===== src/rtl/wb_stage.sv =====
// rtl/wb_stage.sv - RISC-V write-back pipeline stage with load alignment
//
// Purpose: registers the MEM/WB slot, aligns and extends load data, selects
//          the register-file write value and (optionally) counts retirements.
// Optional feature macro: WB_RETIRE_CNT_EN (adds the instret port and counter).
// Ports:
//   clk, reset (sync, active-low)
//   mem_valid, stall, flush                 - slot control
//   mem_reg_write, mem_rd, mem_wb_sel       - write-back control
//   mem_funct3, mem_addr_lo                 - load width/sign and byte lane
//   mem_alu_result, mem_load_data,
//   mem_pc_plus4, mem_imm                   - candidate results
//   reg_write, rd, write_data               - register-file write port
//   wb_valid                                - slot is retiring
//   instret                                 - retired count (WB_RETIRE_CNT_EN)

module wb_stage #(
    parameter int XLEN = 32
) (
    input  logic            clk,
    input  logic            reset,
    input  logic            mem_valid,
    input  logic            stall,
    input  logic            flush,
    input  logic            mem_reg_write,
    input  logic [4:0]      mem_rd,
    input  logic [1:0]      mem_wb_sel,
    input  logic [2:0]      mem_funct3,
    input  logic [1:0]      mem_addr_lo,
    input  logic [XLEN-1:0] mem_alu_result,
    input  logic [XLEN-1:0] mem_load_data,
    input  logic [XLEN-1:0] mem_pc_plus4,
    input  logic [XLEN-1:0] mem_imm,
    output logic            reg_write,
    output logic [4:0]      rd,
    output logic [XLEN-1:0] write_data,
    output logic            wb_valid
`ifdef WB_RETIRE_CNT_EN
    ,
    output logic [63:0]     instret
`endif
);

    logic            r_reg_write;
    logic [4:0]      r_rd;
    logic [XLEN-1:0] r_write_data;
    logic            r_wb_valid;

    logic [7:0]      w_byte;
    logic [15:0]     w_half;
    logic [XLEN-1:0] w_load_val;
    logic [XLEN-1:0] w_result;

    // Byte lane from addr_lo; halfword lane uses only addr_lo[1].
    always_comb begin
        w_byte = 8'h00;
        case (mem_addr_lo)
            2'd0:    w_byte = mem_load_data[7:0];
            2'd1:    w_byte = mem_load_data[15:8];
            2'd2:    w_byte = mem_load_data[23:16];
            default: w_byte = mem_load_data[31:24];
        endcase
        w_half = mem_addr_lo[1] ? mem_load_data[31:16] : mem_load_data[15:0];
    end

    always_comb begin
        w_load_val = mem_load_data;
        case (mem_funct3)
            3'b000:  w_load_val = {{(XLEN-8){w_byte[7]}}, w_byte};
            3'b100:  w_load_val = {{(XLEN-8){1'b0}}, w_byte};
            3'b001:  w_load_val = {{(XLEN-16){w_half[15]}}, w_half};
            3'b101:  w_load_val = {{(XLEN-16){1'b0}}, w_half};
            default: w_load_val = mem_load_data;
        endcase
    end

    always_comb begin
        w_result = mem_alu_result;
        case (mem_wb_sel)
            2'b00:   w_result = mem_alu_result;
            2'b01:   w_result = w_load_val;
            2'b10:   w_result = mem_pc_plus4;
            default: w_result = mem_imm;
        endcase
    end

    // Reset beats flush beats stall; capture only when neither is active.
    // rd/write_data are left untouched on flush since the slot is invalid.
    always_ff @(posedge clk) begin
        if (!reset) begin
            r_reg_write  <= 1'b0;
            r_rd         <= 5'd0;
            r_write_data <= '0;
            r_wb_valid   <= 1'b0;
        end else if (flush) begin
            r_reg_write  <= 1'b0;
            r_wb_valid   <= 1'b0;
        end else if (!stall) begin
            r_reg_write  <= mem_valid & mem_reg_write & (mem_rd != 5'd0);
            r_rd         <= mem_rd;
            r_write_data <= w_result;
            r_wb_valid   <= mem_valid;
        end
    end

    assign reg_write  = r_reg_write;
    assign rd         = r_rd;
    assign write_data = r_write_data;
    assign wb_valid   = r_wb_valid;

`ifdef WB_RETIRE_CNT_EN
    logic [63:0] r_instret;

    // Counts captures of valid slots, so a stalled instruction counts once.
    always_ff @(posedge clk) begin
        if (!reset) begin
            r_instret <= 64'd0;
        end else if (!flush && !stall && mem_valid) begin
            r_instret <= r_instret + 64'd1;
        end
    end

    assign instret = r_instret;
`endif

endmodule


===== config.mk =====
export PLATFORM = sky130hd
export DESIGN_NAME = wb_stage
export DESIGN_NICKNAME = d
export VERILOG_FILES = /design/src/rtl/wb_stage.sv
export SDC_FILE = /design/constraint.sdc
export NUM_CORES = 1
export LEC_CHECK = 0
export BUFFER_PORTS_ARGS = -buffer_cell sky130_fd_sc_hd__clkbuf_2
export CAP_MARGIN = 5
export CORE_UTILIZATION = 43
export DETAILED_ROUTE_END_ITERATION = 7
export PLACE_DENSITY = 0.86
export SYNTH_ARGS = -nofsm -noshare
export SYNTH_HDL_FRONTEND = slang
export SYNTH_SLANG_ARGS = --single-unit

===== constraint.sdc =====
create_clock -name clk -period 2.3 [get_ports clk]
set_input_delay 0.69 -clock clk [delete_from_list [all_inputs] [get_ports clk]]
set_output_delay 0.69 -clock clk [all_outputs]
set_load 0.02 [all_outputs]

==> key figures, run 1 <==
Routing
  • Via-to-Cell Ratio: 5.92
  • Pre-antenna DRT Iters: 5
  • Detail Route Antenna Nets: 0
  • Initial DRC count: 345
  • Routed wire length: 10200 µm
  • WL met3: 831 µm
  • DR vias: 3432
  • M1 WL: 4000 µm
  • WL met2: 4950 µm
  • Wire per inst: 17.6 µm
  • Max layer used: met4
  • Number of remaining DRC errors: 0

STA
  • Unrepaired setup endpoints after global routing: false
  • Final setup fails: 0
  • Period utilisation layout: 0.786
  • Actual slew at the worst max-slew pin: 0.389 ns
  • Min setup slack post-route: 0.491 ns
  • Max-slew violation count: 0
  • Relative slew slack: 0.740
  • Shortest period the worst path allows: 1.81 ns
  • Final Hold Fails: 0
  • Worst clock skew: 0 ns
  • TNS Setup: 0 ns
  • Max Freq: 0.553 GHz

Clocking
  • CTS sink count: 39
  • Maximum clock path buffer count: 2
  • Number of buffers created by CTS: 5
  • Post-CTS setup buffers: 0
  • Clock Tree Root: clkbuf_8
  • CTS clk-pin slew, worst paths: 0.08 ns
  • Hold buffer count at cts: 0
  • Post-CTS sizing: 0
  • H-Tree Depth: 2
  • CTS tree: done
  • Clk_lat worst skew: 0.29 ns

Global routing
  • Initial antenna violation count: 0
  • Largest net degree at the start of global routing: 39
  • First-pass GRT wire length: 16200 µm
  • Via count of the first global-routing pass: 3406
  • Overflow left after global routing: 0
  • Tot GR Track Use: 0.291

Synthesis
  • Mapped cell area: 2830 µm²
  • Yosys reg bits: 39
  • Distinct cells, synth: 34
  • Mapped Nets: 471
  • Syn Inst Count: 325
  • Register area share after synthesis: 0.275
  • Ys Warns: 0
  • Avg Cell Area, Syn: 8.72 µm²

Critical path
  • Crit path from: mem_addr_lo[1]
  • CP max stage cell: mux2_2
  • Setup CP Type: input pin to flop
  • RR Startpoint: write_data[7]
  • Largest stage delay, worst path: 0.36 ns
  • Arr. time, crit path: 1.99 ns
  • CP max FO: 10
  • Critical-path cell list: clkbuf_2 > buf_4 > mux2_2 > mux2i_1 > o221ai_1 > a32o_1
  • Critical path launch point type: input pin
  • CP endpoint kind: flop
  • WP data required: 2.48 ns

Hold path
  • Hold Crit Start: rd[0]
  • Min-Delay Path Class: flop to flop

Placed design
  • Placement Cell Area: 3850 µm²
  • Half-perimeter wire length after placement: 7870 µm
  • PortBufs: 184
  • Pre-CTS WS: 0.202 ns
  • Gpl congestion: 0.924

Cells and area
  • Fill count: 538
  • Most common cell after layout, fill and taps aside: clkbuf_2
  • Most frequent cells in the layout: 184 x clkbuf_2, 39 x dfxtp_1, 34 x nor2_1
  • FF/Latch Area: 781 µm²
  • N_diodes: 0
  • Post-route cell area: 3970 µm²
  • Ratio of cells with drive above 1 in the final layout: 0.511
  • Final core utilization: 0.625
  • Multi-input gate area: 1830 µm²
  • Area Growth Syn to Fin: 40.0%
  • Final net count: 648

Run status
  • Status: complete, no violations

Pwr
  • VDD IR max: 0.350 mV
  • Power Density: 494 nW/µm²
  • Tot Pwr: 1960 µW
  • Lkg Pwr: 0.00192 µW

Floorplan
  • Die width: 83.2 µm
  • Die Y: 83.2 µm
  • Initial core utilization: 0.446
  • Row count: 29
  • Core Region: 6350 µm²
  • Die area: 6920 µm²
  • IO Count: 185

Flow run
  • Max-cap violations: 0
-- Yosys cell counts --
| cell | n | area, µm² |
|---|---|---|
| o32ai_1 | 6 | 52.6 |
| o221ai_1 | 7 | 61.3 |
| buf_2 | 8 | 40.0 |
| a211oi_1 | 1 | 7.51 |
| a21boi_0 | 5 | 37.5 |
| a21oi_2 | 1 | 8.76 |
| a221o_1 | 15 | 150 |
| mux4_1 | 1 | 26.3 |
| nor2_1 | 36 | 135 |
| buf_6 | 5 | 56.3 |
| mux2i_1 | 12 | 120 |
| a32o_1 | 7 | 70.1 |
| or4_1 | 1 | 7.51 |
| a21o_1 | 1 | 7.51 |
| o211ai_1 | 9 | 67.6 |
| nor2b_1 | 3 | 18.8 |
| o21ai_0 | 19 | 95.1 |
| or2_2 | 1 | 6.26 |
| dfxtp_1 | 39 | 781 |
| nand2b_4 | 1 | 13.8 |
| o211ai_2 | 1 | 12.5 |
| or3_1 | 4 | 25.0 |
| buf_1 | 2 | 7.51 |
| a21oi_1 | 10 | 50.1 |
| inv_1 | 16 | 60.1 |
| o21a_1 | 9 | 67.6 |
| nand2_1 | 27 | 101 |
| mux2_2 | 30 | 338 |
| a21oi_4 | 1 | 16.3 |
| o32ai_2 | 10 | 163 |
| clkbuf_1 | 17 | 63.8 |
| a221oi_1 | 17 | 149 |
| nor3_1 | 1 | 5.00 |
| nand2b_1 | 2 | 12.5 |
-- layer usage --
layer | vias up | track usage
met2 | 227 | 0.493
met4 | 0 | 0.136
met5 | - | 0
met1 | 1559 | 0.350
li1 | 1600 | -
met3 | 46 | 0.0636
-- report_power, final --
part	internal, µW	switching (µW)	total [µW]
logic	279	325	604
clock network	351	256	608
registers	721	26.1	747
-- path summary, 6_finish.rpt --
check,to,slack (ns),cells after the start
worst max-delay path,write_data[2],0.49,6
worst min-delay path,rd[0],0.47,2
worst max register to register,write_data[7],1.36,3
worst min register to register,rd[0],0.47,2
-- cell type report --
class                           instances  share of cell area
Clock buffer                            6              0.0208
Clock inverter                          2             0.00883
Inverter                               16              0.0151
Multi-Input combinational cell        238               0.462
Sequential cell                        39               0.197
Tap cell                               77              0.0243
Timing Repair Buffer                  202               0.273
-- cell families (layout without fill, tap and decap cells) --
logic type             after synthesis  after routing  synth area share
AO/OA/AOI/OAI                      119            119             0.359
AND/OR/NAND/NOR                     76             76             0.115
buffers and inverters               48            226            0.0804
multiplexers                        43             43             0.171
flip-flops                          39             39             0.275
-- state kept, by name (all words and copies together) (netlist names) --
name,count
reg_write,1
wb_valid,1
write_data,32
rd,5
-- through the flow --
| step | hold slack [ns] | cells |
|---|---|---|
| 2_1_floorplan | 0.535 | 325 |
| 3_3_place_gp | 0.451 | 572 |
| 3_5_place_dp | 0.464 | 572 |
| 4_1_cts | 0.477 | 580 |
| 5_1_grt | 0.489 | 580 |
| 6_report | 0.473 | 580 |
-- worst max-delay path, delay by kind of cell --
family	cells	cell delay, ns
multiplexers	2	0.59
buffers and inverters	2	0.32
AO/OA/AOI/OAI	2	0.39
Power figures use the tool's default switching activity.
==> run 2, diff against run 1 <==
- ABC_AREA: not set -> 1
- CORE_UTILIZATION: 43 -> 40
- PLACE_DENSITY: 0.86 -> 0.81
- clock period: 2.3 -> 1.6 ns (I/O delays scaled with it)
==> run 2 against run 1 <==
  * First-iteration DRC count fell by 47%
  * Clock skew did not move
  * Via count rose by 23%
  * Worst hold slack lost 0.062 ns
  * Critical endpoint is now write_data[27]
  * Largest cell class unchanged
==> key figures, run 2 <==
Run status
  • Status: complete, no violations (unchanged)

Global routing
  • Via count of the first global-routing pass: 3911 (was 3406)
  • Tot GR Track Use: 0.280 (was 0.291)
  • Largest net degree at the start of global routing: 33 (was 39)
  • First-pass GRT wire length: 18300 µm (was 16200 µm)
  • Overflow left after global routing: 0 (unchanged)
  • Initial antenna violation count: 0 (unchanged)

Synthesis
  • Mapped Nets: 700 (was 471)
  • Yosys reg bits: 39 (unchanged)
  • Avg Cell Area, Syn: 5.67 µm² (was 8.72 µm²)
  • Ys Warns: 0 (unchanged)
  • Top cells by area, synth: dfxtp_1 25%, nand2_1 19%, nor2_1 19%, a21oi_1 5.6%, o21ai_0 5.4% (was dfxtp_1 28%, mux2_2 12%, o32ai_2 5.7%, a221o_1 5.3%, a221oi_1 5.3%)
  • Mapped cell area: 3140 µm² (was 2830 µm²)
  • Distinct cells, synth: 29 (was 34)
  • Register area share after synthesis: 0.249 (was 0.275)
  • Asr flop ratio synth: 0 (unchanged)
  • Syn Inst Count: 554 (was 325)
  • Predominant post-synthesis flop cell: dfxtp_1 (unchanged)
  • Post-synth EDFFs: 0 (unchanged)
  • Synth cell count leaders: 155 x nand2_1, 155 x nor2_1, 39 x dfxtp_1 (was 39 x dfxtp_1, 36 x nor2_1, 30 x mux2_2)
  • Yosys top cell by area: dfxtp_1 (unchanged)
  • Yosys top cell area share: 0.249 (was 0.275)

Floorplan
  • Die width: 90.6 µm (was 83.2 µm)
  • Die Y: 90.6 µm (was 83.2 µm)
  • Row count: 31 (was 29)
  • Die area: 8210 µm² (was 6920 µm²)
  • Core Region: 7410 µm² (was 6350 µm²)
  • Initial core utilization: 0.424 (was 0.446)
  • IO Count: 185 (unchanged)

Critical path
  • Critical path launch point type: input pin (unchanged)
  • CP max FO: 16 (was 10)
  • CP endpoint kind: flop (unchanged)
  • CP max stage cell: clkbuf_2 (was mux2_2)
  • Arr. time, crit path: 1.70 ns (was 1.99 ns)
  • Critical-path cell list: clkbuf_2 > nand2_2 > and2_4 > nor2_2 > nor2_2 > nand2_4 > nand2_2 > nand2_1 > nand2_1 > a21oi_2 (was clkbuf_2 > buf_4 > mux2_2 > mux2i_1 > o221ai_1 > a32o_1)
  • Setup CP Type: input pin to flop (unchanged)
  • Largest stage delay, worst path: 0.25 ns (was 0.36 ns)
  • WP data required: 1.83 ns (was 2.48 ns)

Placed design
  • Placement Cell Area: 4280 µm² (was 3850 µm²)
  • Pre-CTS WS: -0.180 ns (was 0.202 ns)
  • PortBufs: 184 (unchanged)
  • Half-perimeter wire length after placement: 9490 µm (was 7870 µm)
  • Gpl congestion: 0.955 (was 0.924)

Pwr
  • Lkg Pwr: 0.00229 µW (was 0.00192 µW)
  • Tot Pwr: 2850 µW (was 1960 µW)
  • Power Density: 650 nW/µm² (was 494 nW/µm²)
  • VDD IR max: 0.393 mV (was 0.350 mV)

STA
  • Worst hold margin: 0.410 ns (was 0.473 ns)
  • Relative slew slack: 0.668 (was 0.740)
  • Min setup slack post-route: 0.125 ns (was 0.491 ns)
  • Worst clock skew: 0 ns (unchanged)
  • TNS Setup: 0 ns (unchanged)
  • Actual slew at the worst max-slew pin: 0.499 ns (was 0.389 ns)
  • Final setup fails: 0 (unchanged)
  • Unrepaired setup endpoints after global routing: false (unchanged)
  • Period utilisation layout: 0.922
  • Shortest period the worst path allows: 1.47 ns
  • Max-slew violation count: 0 (unchanged)
  • Final Hold Fails: 0 (unchanged)
  • Max Freq: 0.678 GHz

Clocking
  • Clk_lat worst skew: 0.30 ns (was 0.29 ns)
  • CTS clk-pin slew, worst paths: 0.09 ns (was 0.08 ns)
  • Number of buffers created by CTS: 5 (unchanged)
  • Post-CTS sizing: 0 (unchanged)
  • Hold buffer count at cts: 0 (unchanged)
  • CTS tree: done (unchanged)
  • Post-CTS setup buffers: 0 (unchanged)
  • Maximum clock path buffer count: 2 (unchanged)
  • CTS sink count: 39 (unchanged)
  • Clock Tree Root: clkbuf_8 (unchanged)
  • H-Tree Depth: 2 (unchanged)

Cells and area
  • N_diodes: 0 (unchanged)
  • Fill count: 767 (was 538)
  • Most frequent cells in the layout: 184 x clkbuf_2, 155 x nand2_1, 155 x nor2_1 (was 184 x clkbuf_2, 39 x dfxtp_1, 34 x nor2_1)
  • Max reg flops: 32 (unchanged)
  • FF/Latch Area: 781 µm² (unchanged)
  • Multi-input gate area: 2080 µm² (was 1830 µm²)
  • Most common cell after layout, fill and taps aside: clkbuf_2 (unchanged)
  • Ratio of cells with drive above 1 in the final layout: 0.351 (was 0.511)
  • Area Growth Syn to Fin: 39.8% (was 40.0%)
  • Final net count: 885 (was 648)
  • Post-route cell area: 4390 µm² (was 3970 µm²)

Routing
  • Number of remaining DRC errors: 0 (unchanged)
  • Pre-antenna DRT Iters: 5 (unchanged)
  • Routed wire length: 11500 µm (was 10200 µm)
  • Via-to-Cell Ratio: 5.03 (was 5.92)
  • DR vias: 4222 (was 3432)
  • Initial DRC count: 182 (was 345)
  • Detail Route Antenna Nets: 0 (unchanged)
  • Wire per inst: 13.7 µm (was 17.6 µm)

Flow run
  • Max-cap violations: 0 (unchanged)

Hold path
  • Min-Delay Path Class: input pin to flop (was flop to flop)
## run 2: changes by cell type after synthesis, sizes merged, moves of 14 or more
| cell | before | now |
|---|---|---|
| a21oi | 12 | 45 |
| a31oi | 0 | 24 |
| a221oi | 17 | 0 |
| o21ai | 19 | 34 |
| nand3 | 0 | 14 |
| nor2 | 36 | 160 |
| a221o | 15 | 0 |
| nand2 | 27 | 169 |
| mux2 | 30 | 0 |
| o32ai | 16 | 0 |
## run 2: final cells by class
| class | instances | share of cell area |
|---|---|---|
| clock buffers | 5 | 0.0157 |
| clock inverters | 3 | 0.00998 |
| inverters | 23 | 0.0220 |
| multi-input cells | 458 | 0.474 |
| flip-flops and latches | 39 | 0.178 |
| well taps | 99 | 0.0282 |
| repair buffers | 212 | 0.272 |
## run 2: kinds of logic after synthesis
logic type,synth area share
buf+inv,0.0885
compound gates,0.202
flops,0.249
simple gates,0.460
## run 2: metal layers
layer / global-route usage / vias up / wire length (µm)
met5: 0 / - / 0
met4: 0.0927 / 0 / 293
met3: 0.0488 / 21 / 901
met2: 0.504 / 200 / 5570
met1: 0.332 / 1853 / 4710
li1: - / 2148 / -
## run 2: worst max-delay path: cells and delay by family
| kind | cells | cell delay, ns |
|---|---|---|
| AO/OA/AOI/OAI | 1 | 0.12 |
| buffers and inverters | 1 | 0.25 |
| AND/OR/NAND/NOR | 8 | 0.84 |
## run 2: final timing paths
check | start | end | slack (ns) | cells after the start
max | mem_addr_lo[1] | write_data[27] | 0.13 | 10
min | mem_valid | wb_valid | 0.41 | 3
max reg2reg | rd[2] | rd[2] | 0.95 | 2
min reg2reg | wb_valid | wb_valid | 0.47 | 2
## run 2: stage by stage
step / std cells / utilization
CTS: 839 / 0.592
global route: 839 / 0.592
finish: 839 / 0.592
detailed placement: 831 / 0.577
floorplan: 554 / -
global placement: 831 / 0.577
## run 2: power by group
group / internal, µW / switching (µW) / leakage, µW
sequential: 1020 / 27.6 / 0.000319
clock: 465 / 371 / 0.0000581
combinational: 399 / 567 / 0.00192
total: 1890 / 965 / 0.00229
